$ cat src/rtl/turbosound_pkg.sv
// Shared constants and types for the Turbosound dual-AY controller.
// Port decode looks only at A15, A14 and A1.
package turbosound_pkg;

   localparam logic [15:0] PORT_MASK = 16'hC002;
   localparam logic [15:0] SEL_PORT  = 16'hC000;
   localparam logic [15:0] DATA_PORT = 16'h8000;

   localparam logic [7:0] CHIP_SEL1 = 8'hFF;
   localparam logic [7:0] CHIP_SEL2 = 8'hFE;

   localparam logic [3:0] INIT_LAST = 4'd13;
   localparam logic [3:0] MIXER_REG = 4'd7;

   typedef enum logic [1:0] {
      RESET_WAIT,
      INIT,
      RUN
   } ts_state_e;

endpackage

$ cat src/rtl/turbosound_init_seq.sv
// Post-reset sequencer: silences registers 0..13 of both PSGs, one register
// per ce cycle, then hands the bus to the CPU path.
module turbosound_init_seq
   import turbosound_pkg::*;
#(
   parameter bit         INIT_EN    = 1'b1,
   parameter logic [7:0] INIT_MIXER = 8'hFF
) (
   input  logic       clk,
   input  logic       rst_n,
   input  logic       ce,
   output logic [3:0] init_addr,
   output logic [7:0] init_data,
   output logic       init_we,
   output logic       busy,
   output logic       run
);

   ts_state_e  state_q, state_d;
   logic [3:0] cnt_q, cnt_d;

   always_ff @(posedge clk or negedge rst_n) begin
      if (!rst_n) begin
         state_q <= RESET_WAIT;
         cnt_q   <= '0;
      end else begin
         state_q <= state_d;
         cnt_q   <= cnt_d;
      end
   end

   always_comb begin
      state_d = state_q;
      cnt_d   = cnt_q;
      unique case (state_q)
         RESET_WAIT: state_d = INIT_EN ? INIT : RUN;
         INIT: begin
            if (ce) begin
               if (cnt_q == INIT_LAST) state_d = RUN;
               else                    cnt_d   = cnt_q + 4'd1;
            end
         end
         RUN:     state_d = RUN;
         default: state_d = RESET_WAIT;
      endcase
   end

   always_comb begin
      init_we   = (state_q == INIT) && ce;
      init_addr = cnt_q;
      init_data = (cnt_q == MIXER_REG) ? INIT_MIXER : '0;
      busy      = INIT_EN && (state_q != RUN);
      run       = (state_q == RUN);
   end

endmodule

$ cat src/rtl/turbosound_ctl.sv
// Turbosound controller: CPU port decode, per-chip address latches, a one-deep
// pending write buffer, and the bus mux between init sequencer and CPU writes.
module turbosound_ctl
   import turbosound_pkg::*;
#(
   parameter bit         INIT_EN    = 1'b1,
   parameter logic [7:0] INIT_MIXER = 8'hFF
) (
   input  logic        clock,
   input  logic        reset,
   input  logic        ce,
   input  logic        io_wr,
   input  logic        io_rd,
   input  logic [15:0] addr,
   input  logic [7:0]  d_in,
   output logic [7:0]  d_out,
   output logic        d_oe,
   output logic [3:0]  ay_addr,
   output logic [7:0]  ay_wdata,
   output logic        ay_we1,
   output logic        ay_we2,
   input  logic [7:0]  ay_rdata1,
   input  logic [7:0]  ay_rdata2,
   output logic        init_busy
);

   logic       sel_q, sel_d;
   logic [1:0][3:0] reg_addr_q, reg_addr_d;
   logic [1:0] valid_q, valid_d;
   logic       pend_q, pend_d;
   logic       pend_chip_q, pend_chip_d;
   logic [3:0] pend_addr_q, pend_addr_d;
   logic [7:0] pend_data_q, pend_data_d;

   logic [3:0] init_addr;
   logic [7:0] init_data;
   logic       init_we, run, issue, sel_hit, data_hit;

   turbosound_init_seq #(
      .INIT_EN    (INIT_EN),
      .INIT_MIXER (INIT_MIXER)
   ) u_init_seq (
      .clk       (clock),
      .rst_n     (reset),
      .ce        (ce),
      .init_addr (init_addr),
      .init_data (init_data),
      .init_we   (init_we),
      .busy      (init_busy),
      .run       (run)
   );

   assign sel_hit  = (addr & PORT_MASK) == SEL_PORT;
   assign data_hit = (addr & PORT_MASK) == DATA_PORT;
   assign issue    = run && ce && pend_q;

   always_ff @(posedge clock or negedge reset) begin
      if (!reset) begin
         sel_q       <= 1'b0;
         reg_addr_q  <= '0;
         valid_q     <= '0;
         pend_q      <= 1'b0;
         pend_chip_q <= 1'b0;
         pend_addr_q <= '0;
         pend_data_q <= '0;
      end else begin
         sel_q       <= sel_d;
         reg_addr_q  <= reg_addr_d;
         valid_q     <= valid_d;
         pend_q      <= pend_d;
         pend_chip_q <= pend_chip_d;
         pend_addr_q <= pend_addr_d;
         pend_data_q <= pend_data_d;
      end
   end

   // A data write landing in an issue cycle re-arms the buffer after the old
   // contents have gone out, so it is never dropped.
   always_comb begin
      sel_d       = sel_q;
      reg_addr_d  = reg_addr_q;
      valid_d     = valid_q;
      pend_d      = pend_q;
      pend_chip_d = pend_chip_q;
      pend_addr_d = pend_addr_q;
      pend_data_d = pend_data_q;
      if (issue) pend_d = 1'b0;
      if (io_wr && sel_hit) begin
         if (d_in == CHIP_SEL1)      sel_d = 1'b0;
         else if (d_in == CHIP_SEL2) sel_d = 1'b1;
         else if (d_in[7:4] == 4'h0) begin
            reg_addr_d[sel_q] = d_in[3:0];
            valid_d[sel_q]    = 1'b1;
         end else begin
            valid_d[sel_q] = 1'b0;
         end
      end
      if (io_wr && data_hit && valid_q[sel_q]) begin
         pend_d      = 1'b1;
         pend_chip_d = sel_q;
         pend_addr_d = reg_addr_q[sel_q];
         pend_data_d = d_in;
      end
   end

   always_comb begin
      ay_we1   = 1'b0;
      ay_we2   = 1'b0;
      ay_addr  = reg_addr_q[sel_q];
      ay_wdata = '0;
      if (init_we) begin
         ay_we1   = 1'b1;
         ay_we2   = 1'b1;
         ay_addr  = init_addr;
         ay_wdata = init_data;
      end else if (issue) begin
         ay_we1   = !pend_chip_q;
         ay_we2   = pend_chip_q;
         ay_addr  = pend_addr_q;
         ay_wdata = pend_data_q;
      end
      d_oe  = io_rd && sel_hit;
      d_out = valid_q[sel_q] ? (sel_q ? ay_rdata2 : ay_rdata1) : 8'hFF;
   end

endmodule

$ cat config.mk
export PLATFORM = sky130hd
export DESIGN_NAME = turbosound_ctl
export DESIGN_NICKNAME = d
export VERILOG_FILES = /design/src/rtl/turbosound_pkg.sv /design/src/rtl/turbosound_init_seq.sv /design/src/rtl/turbosound_ctl.sv
export SDC_FILE = /design/constraint.sdc
export NUM_CORES = 1
export LEC_CHECK = 0
export ABC_CLOCK_PERIOD_IN_PS = 1800
export BUFFER_PORTS_ARGS = -buffer_cell sky130_fd_sc_hd__buf_2
export CORE_UTILIZATION = 45
export DETAILED_ROUTE_END_ITERATION = 7
export PLACE_DENSITY = 0.77
export REMOVE_ABC_BUFFERS = 1
export SETUP_SLACK_MARGIN = 0.15
export SLEW_MARGIN = 20
export SYNTH_ARGS = -nofsm -noshare
export SYNTH_HDL_FRONTEND = slang
export SYNTH_SLANG_ARGS = --single-unit
$ cat constraint.sdc
create_clock -name clock -period 1.8 [get_ports clock]
set_input_delay 0.18 -clock clock [delete_from_list [all_inputs] [get_ports clock]]
set_output_delay 0.18 -clock clock [all_outputs]
set_load 0.05 [all_outputs]
# --- Yosys cells after proc, flatten, opt, wreduce, memory -nomap -nowiden ---
# Index checks and enable logic that the tools add are counted.
totals:
  reg_bits: 31
  input_bits: 45
  out_inout_bits: 24
  word_cells: 76
classes:
  add_sub_neg: 1
  magnitude_cmp: 2
  n_eq_ne: 11
  n_mux: 28
  bitwise: 6
  n_reduce_logical: 18
op_table:
  columns: ["operator", "count"]
  rows:
  - ["2-to-1 mux 8 bit", 5]
  - ["2-to-1 mux 4 bit", 5]
  - ["equality test 8 bit (second input constant)", 2]
  - ["2-to-1 mux 1 bit", 11]
  - ["bitwise mux 8 bit", 1]
  - ["logical AND 1 bit", 8]
  - ["equality test 3 bit (second input constant)", 2]
  - ["2-to-1 mux 2 bit", 3]
  - ["case mux 2 bit (3 select lines)", 1]
  - ["AND reduction 3 bit", 2]
  - ["adder 4 x 1 -> 4 bit (second input constant)", 1]
  - ["demux 4 bit (select 1 bit)", 1]
  - ["equality test 4 x 3 -> 1 bit (second input constant)", 1]
  - ["equality test 4 bit (second input constant)", 1]
  - ["zero test 4 bit", 1]
  - ["inequality test 2 bit (second input constant)", 2]
  - ["AND reduction 2 bit", 2]
  - ["AND reduction 4 bit", 1]
  - ["nonzero test 2 bit", 2]
  - ["inverter 1 bit", 3]
  - ["bitwise AND 2 bit", 1]
  - ["equality test 2 x 1 -> 1 bit (second input constant)", 1]
  - ["equality test 2 bit (second input constant)", 1]
  - ["zero test 2 bit", 1]
  - ["7 further kinds", 7]

# --- Longest topological paths before layout ---
logic_depth:
  depth_word: 7
  ltp_mapped: 6
  ltp_nobuf: 5

# --- Modules after synthesis ---
# A second synthesis with hierarchy kept.
hier_totals:
  hier_cells: 165
  hier_area_um2: 1825.5
by_module_without_submodules:
  columns: ["mod", "n_inst", "cells_each", "area_each_um2", "seq_area_each_um2"]
  rows:
  - ["turbosound_ctl", 1, 127, 1411.4, 625.6]
  - ["turbosound_init_seq", 1, 38, 414.1, 150.1]

# --- Worst setup path after synthesis ---
# No wires, ideal clock.
synth_path:
  path_kind: "reg-to-output"
  startpoint: "register u_init_seq.state_q[0]"
  endpoint: "output ay_we1"
  arrival_time_ns: 2.008
  required_time_ns: 1.620
  path_slack_ns: -0.388
  stages_incl_launch_ff: 5
  n_path_buf: 0
  path_cell_list: "dfrtp_1 > inv_1 > ha_1 > nand3_1 > o21ai_0"
synth_between:
  elab_chain_len: 5
  elab_cells_between_ends: 7
  cone_classes: "eq/ne: 2; mux: 2; reduce/logical: 3"
synth_lines:
  columns: ["element", "line", "text"]
  rows:
  - ["start: declaration", "turbosound_init_seq.sv:19", "ts_state_e state_q, state_d;"]
  - ["start signal: assignment", "turbosound_init_seq.sv:27", "state_q <= state_d;"]
  - ["equality test 2 bit", "turbosound_init_seq.sv:53", "run = (state_q == RUN);"]
  - ["logical AND 1 bit (2 in a row)", "turbosound_ctl.sv:55", "assign issue = run && ce && pend_q;"]
  - ["2-to-1 mux 1 bit", "turbosound_ctl.sv:116", "end else if (issue) begin"]
  - ["2-to-1 mux 1 bit (*)", "turbosound_ctl.sv:111", "if (init_we) begin"]
  - ["end: declaration", "turbosound_ctl.sv:20", "output logic ay_we1,"]
# Mark *: on every way between the ends. The rest lies on a longest branch, timed or not.

# --- Final worst setup path ---
layout_path:
  startpoint: "register u_init_seq.state_q[1]"
  endpoint: "output ay_wdata[4]"
layout_between:
  elab_chain_len: 5
  elab_cells_between_ends: 7
  cone_classes: "eq/ne: 2; mux: 2; reduce/logical: 3"
layout_lines:
  columns: ["element", "line", "text"]
  rows:
  - ["equality test 2 bit", "turbosound_init_seq.sv:53", null]
  - ["logical AND 1 bit (2 in a row)", "turbosound_ctl.sv:55", null]
  - ["2-to-1 mux 8 bit", "turbosound_ctl.sv:116", null]
  - ["2-to-1 mux 8 bit (*)", "turbosound_ctl.sv:111", null]
  - ["end: declaration", "turbosound_ctl.sv:19", "output logic [7:0] ay_wdata,"]
# Marked as above.

==> impl_results.md <==
* Worst R2R Setup Slack at 220 ps
* Drt wl/cell at 15.00 microns
* Area Overhead vs Synth at 42.40%
* Pre-antenna DRT Iters at 4
* R2R depth at 5
* Vias at 1449
* Die X at 64.57 microns
* Overall routed net length at 4139 microns
* Initial antenna violation count at 0
* IO Pins at 69
* Max-slew headroom at 53.90%
* I/O Buffers at 55
* Final setup viols at 12
* Crit-path max cell delay at 430 ps
* Hold Path Stages at 2
* Post-route minimum period at 1879 ps
* Critical Path AT at 1700 ps
* Clock tree sinks at 31
* Largest net degree at the start of global routing at 32
* Final hold violation count at 0
* Share of cells above drive strength 1 at 56.58%
* Core Util, Final at 67.51%
* Worst setup margin at -78.95 ps
* Hold Path Sink: sel_q
* CTS tree: done
* Routed vias/inst at 5.250
* Die Area at 4169 sq um
* Synth warnings at 0
* Mapped Cells at 156
* Clock root buffer: clkbuf_8
* Sequential share of the synthesized area at 44.03%
* CTS buffer count at 5
* Worst Setup End Kind: primary output
* Row count at 22
* Post-route DRC at 0
* Total Routing Usage GR at 20.56%
* Setup TNS at -583.8 ps
* Post-DRT Antenna Nets at 0
* Reg-to-Reg End: pend_data_q[2]
* Worst min path class: in -> reg
* Fmax at 0.5322 GHz
* Starting density of the core at 47.41%
* DRT iter0 DRCs at 49
* # nets final at 277
* PD cells at 942.9 nW/um^2
* Critical path class: reg -> out
* RR Startpoint: sel_q
* CP required at 1620 ps
* Critical Path Start Type: register
* Vias in the first global route at 1393
* Fin. max-slew vios at 0
* Die H at 64.57 microns
* Failing checks: setup timing
* Actual slew at the worst max-slew pin at 691.5 ps
* RSZ-0062 raised after global routing: true
* Crit path cell chain: inv_2, ha_4, nand2_2, or3_4, nand2_2, buf_8
* Fin crit share at 104.4%
* Crit-path most repeated cell: nand2_2
* Clk buf depth at 2
* Max VDD drop at 804.7 uV
* Post-DP HPWL at 2746 microns
* Clock skew at 2.451 ps
* Outcome: complete, but fails checks
* Crit-path max FO at 8
* Max capacitance violation total at 0
* Grt ovf at 0
* Fill count at 283
* Cell Area, Synth at 1762 sq um
* Hold Startpoint: d_in[0]
* Final estimated routing congestion in global placement at 0.7945
* Clock latency on the worst-skew pair at 280 ps
* Global-route wire length before repair at 6348 microns
* Library cells used by synthesis at 32
* Antenna cells at 0
* Core box area at 3716 sq um
* Pleak at 1.276 nW
* H-tree levels at 2
* Clock transition at the registers of the reported paths at 60 ps
* #FFs+latches synth at 31
* Slowest cell on crit path: dfrtp_1
* Avg Cell Area, Syn at 11.29 sq um
## where the power goes
part / switching [W] / leakage, nW / total [W] / internal [W]
sequential: 0.0000919 / 0.409 / 0.000873 / 0.000781
combinational: 0.000510 / 0.816 / 0.000901 / 0.000391
clock: 0.000244 / 0.0515 / 0.000592 / 0.000348
## area by class of cell
type | instances | area, sq um | share of cell area [%]
repair buffers | 70 | 554.3 | 22.09
well taps | 48 | 60.06 | 2.394
inverters | 9 | 33.78 | 1.347
flip-flops and latches | 31 | 777.0 | 30.97
clock buffers | 8 | 100.1 | 3.990
multi-input cells | 110 | 983.4 | 39.20
## how the worst max path moves through the flow
stage	startpoint	endpoint	slack [ps]	depth (start not counted)
2_1_floorplan	u_init_seq.state_q[0]	ay_we1	-390	4
3_3_place_gp	u_init_seq.state_q[1]	ay_wdata[0]	50	6
3_5_place_dp	u_init_seq.state_q[1]	ay_wdata[0]	20	6
4_1_cts	u_init_seq.state_q[1]	ay_wdata[0]	-70	6
5_1_grt	u_init_seq.state_q[0]	ay_addr[3]	-140	7
6_report	u_init_seq.state_q[1]	ay_wdata[4]	-80	6
## critical path: cells and delay by family, from the launching register on
family | cells | cell delay (ps)
DFF | 1 | 430
buffers and inverters | 2 | 250
and+or+nand+nor | 3 | 590
adders and majority gates | 1 | 140
## placed cells by master (no fill, tap or decap), types with 3 or more instances in the layout
master     n
a21oi_1    4
buf_2     33
buf_4     15
buf_6     13
buf_8      8
clkbuf_8   7
dfrtp_1   30
ha_1       3
inv_1      7
mux2_2    18
mux2_4     9
mux2i_1    4
nand2_1   10
nand2_2   10
nand3_1    5
nor2_1     5
o21ai_0    3
o21ai_2    3
o22a_1     8
## cell families after synthesis
family          count (synthesis)  synth area share (%)
compound gates                 24                 9.943
flops                          31                 44.03
buf+inv                        16                 5.255
fa+ha+maj                       5                 3.551
simple gates                   45                 13.71
mux                            32                 22.02
xor+xnor                        3                 1.492
## synthesized netlist by cell type
library cell  number  area [sq um]
dfrtp_1           31         775.7
nand2_1           20         75.07
mux2_2            18         202.7
inv_1              9         33.78
mux2_4             9         135.1
o22a_1             8         70.07
nand3_1            6         30.03
o21ai_0            6         30.03
ha_1               5         62.56
mux2i_1            5         50.05
nor2_1             5         18.77
a21oi_1            4         20.02
and4b_1            3         30.03
a21o_1             2         15.01
and3_1             2         12.51
buf_6              2         22.52
clkbuf_1           2         7.510
nand4_1            2         12.51
nor3_1             2         10.01
o211ai_1           2         15.01
xnor2_1            2         17.52
a21oi_4            1         16.27
buf_1              1         3.750
buf_12             1         20.02
buf_2              1         5.000
nand2b_4           1         13.76
nand4b_1           1         8.760
nand4bb_1          1         11.26
nor4_2             1         12.51
o2bb2ai_1          1         8.760
or3_1              1         6.260
xor2_1             1         8.760
## layer usage
layer	GRT usage [%]	part of all wire, %	up-vias
li1	-	-	698
met1	23.93	42	688
met4	6.389	0.87	0
met2	36.45	51	55
met5	0	0	-
met3	5.634	6.1	8
## what timing repair did
item | in CTS | in global routing
gates resized for setup | 72 | 7
hold buffers | 1 | 0
gates cloned | 0 | 1
pin swaps | 15 | 4
endpoints found under the setup margin | 22 | 27
buffers inserted | 3 | 3
hold endpoints to repair | 31 | 0
## sequential cells by signal, summed over array words and instances, names as in the netlist, named ones only
name / cells
pend_addr_q: 4
pend_q: 1
sel_q: 1
pend_data_q: 8
reg_addr_q: 8
u_init_seq.state_q: 2
pend_chip_q: 1
u_init_seq.init_addr: 4
## per-stage QoR
stage	instance area, sq um	setup slack (ps)	hold WS [ps]	total power (W)	instances
2_1_floorplan	1703	-388.1	-115.6	0.001360	149
3_3_place_gp	2098	52.36	258.9	0.001586	260
3_5_place_dp	2098	17.04	258.7	0.001611	260
4_1_cts	2455	-69.51	121.3	0.002343	272
5_1_grt	2509	-137.9	138.0	0.002496	276
6_report	2509	-78.95	134.1	0.002365	276
Power figures use the tool's default switching activity.
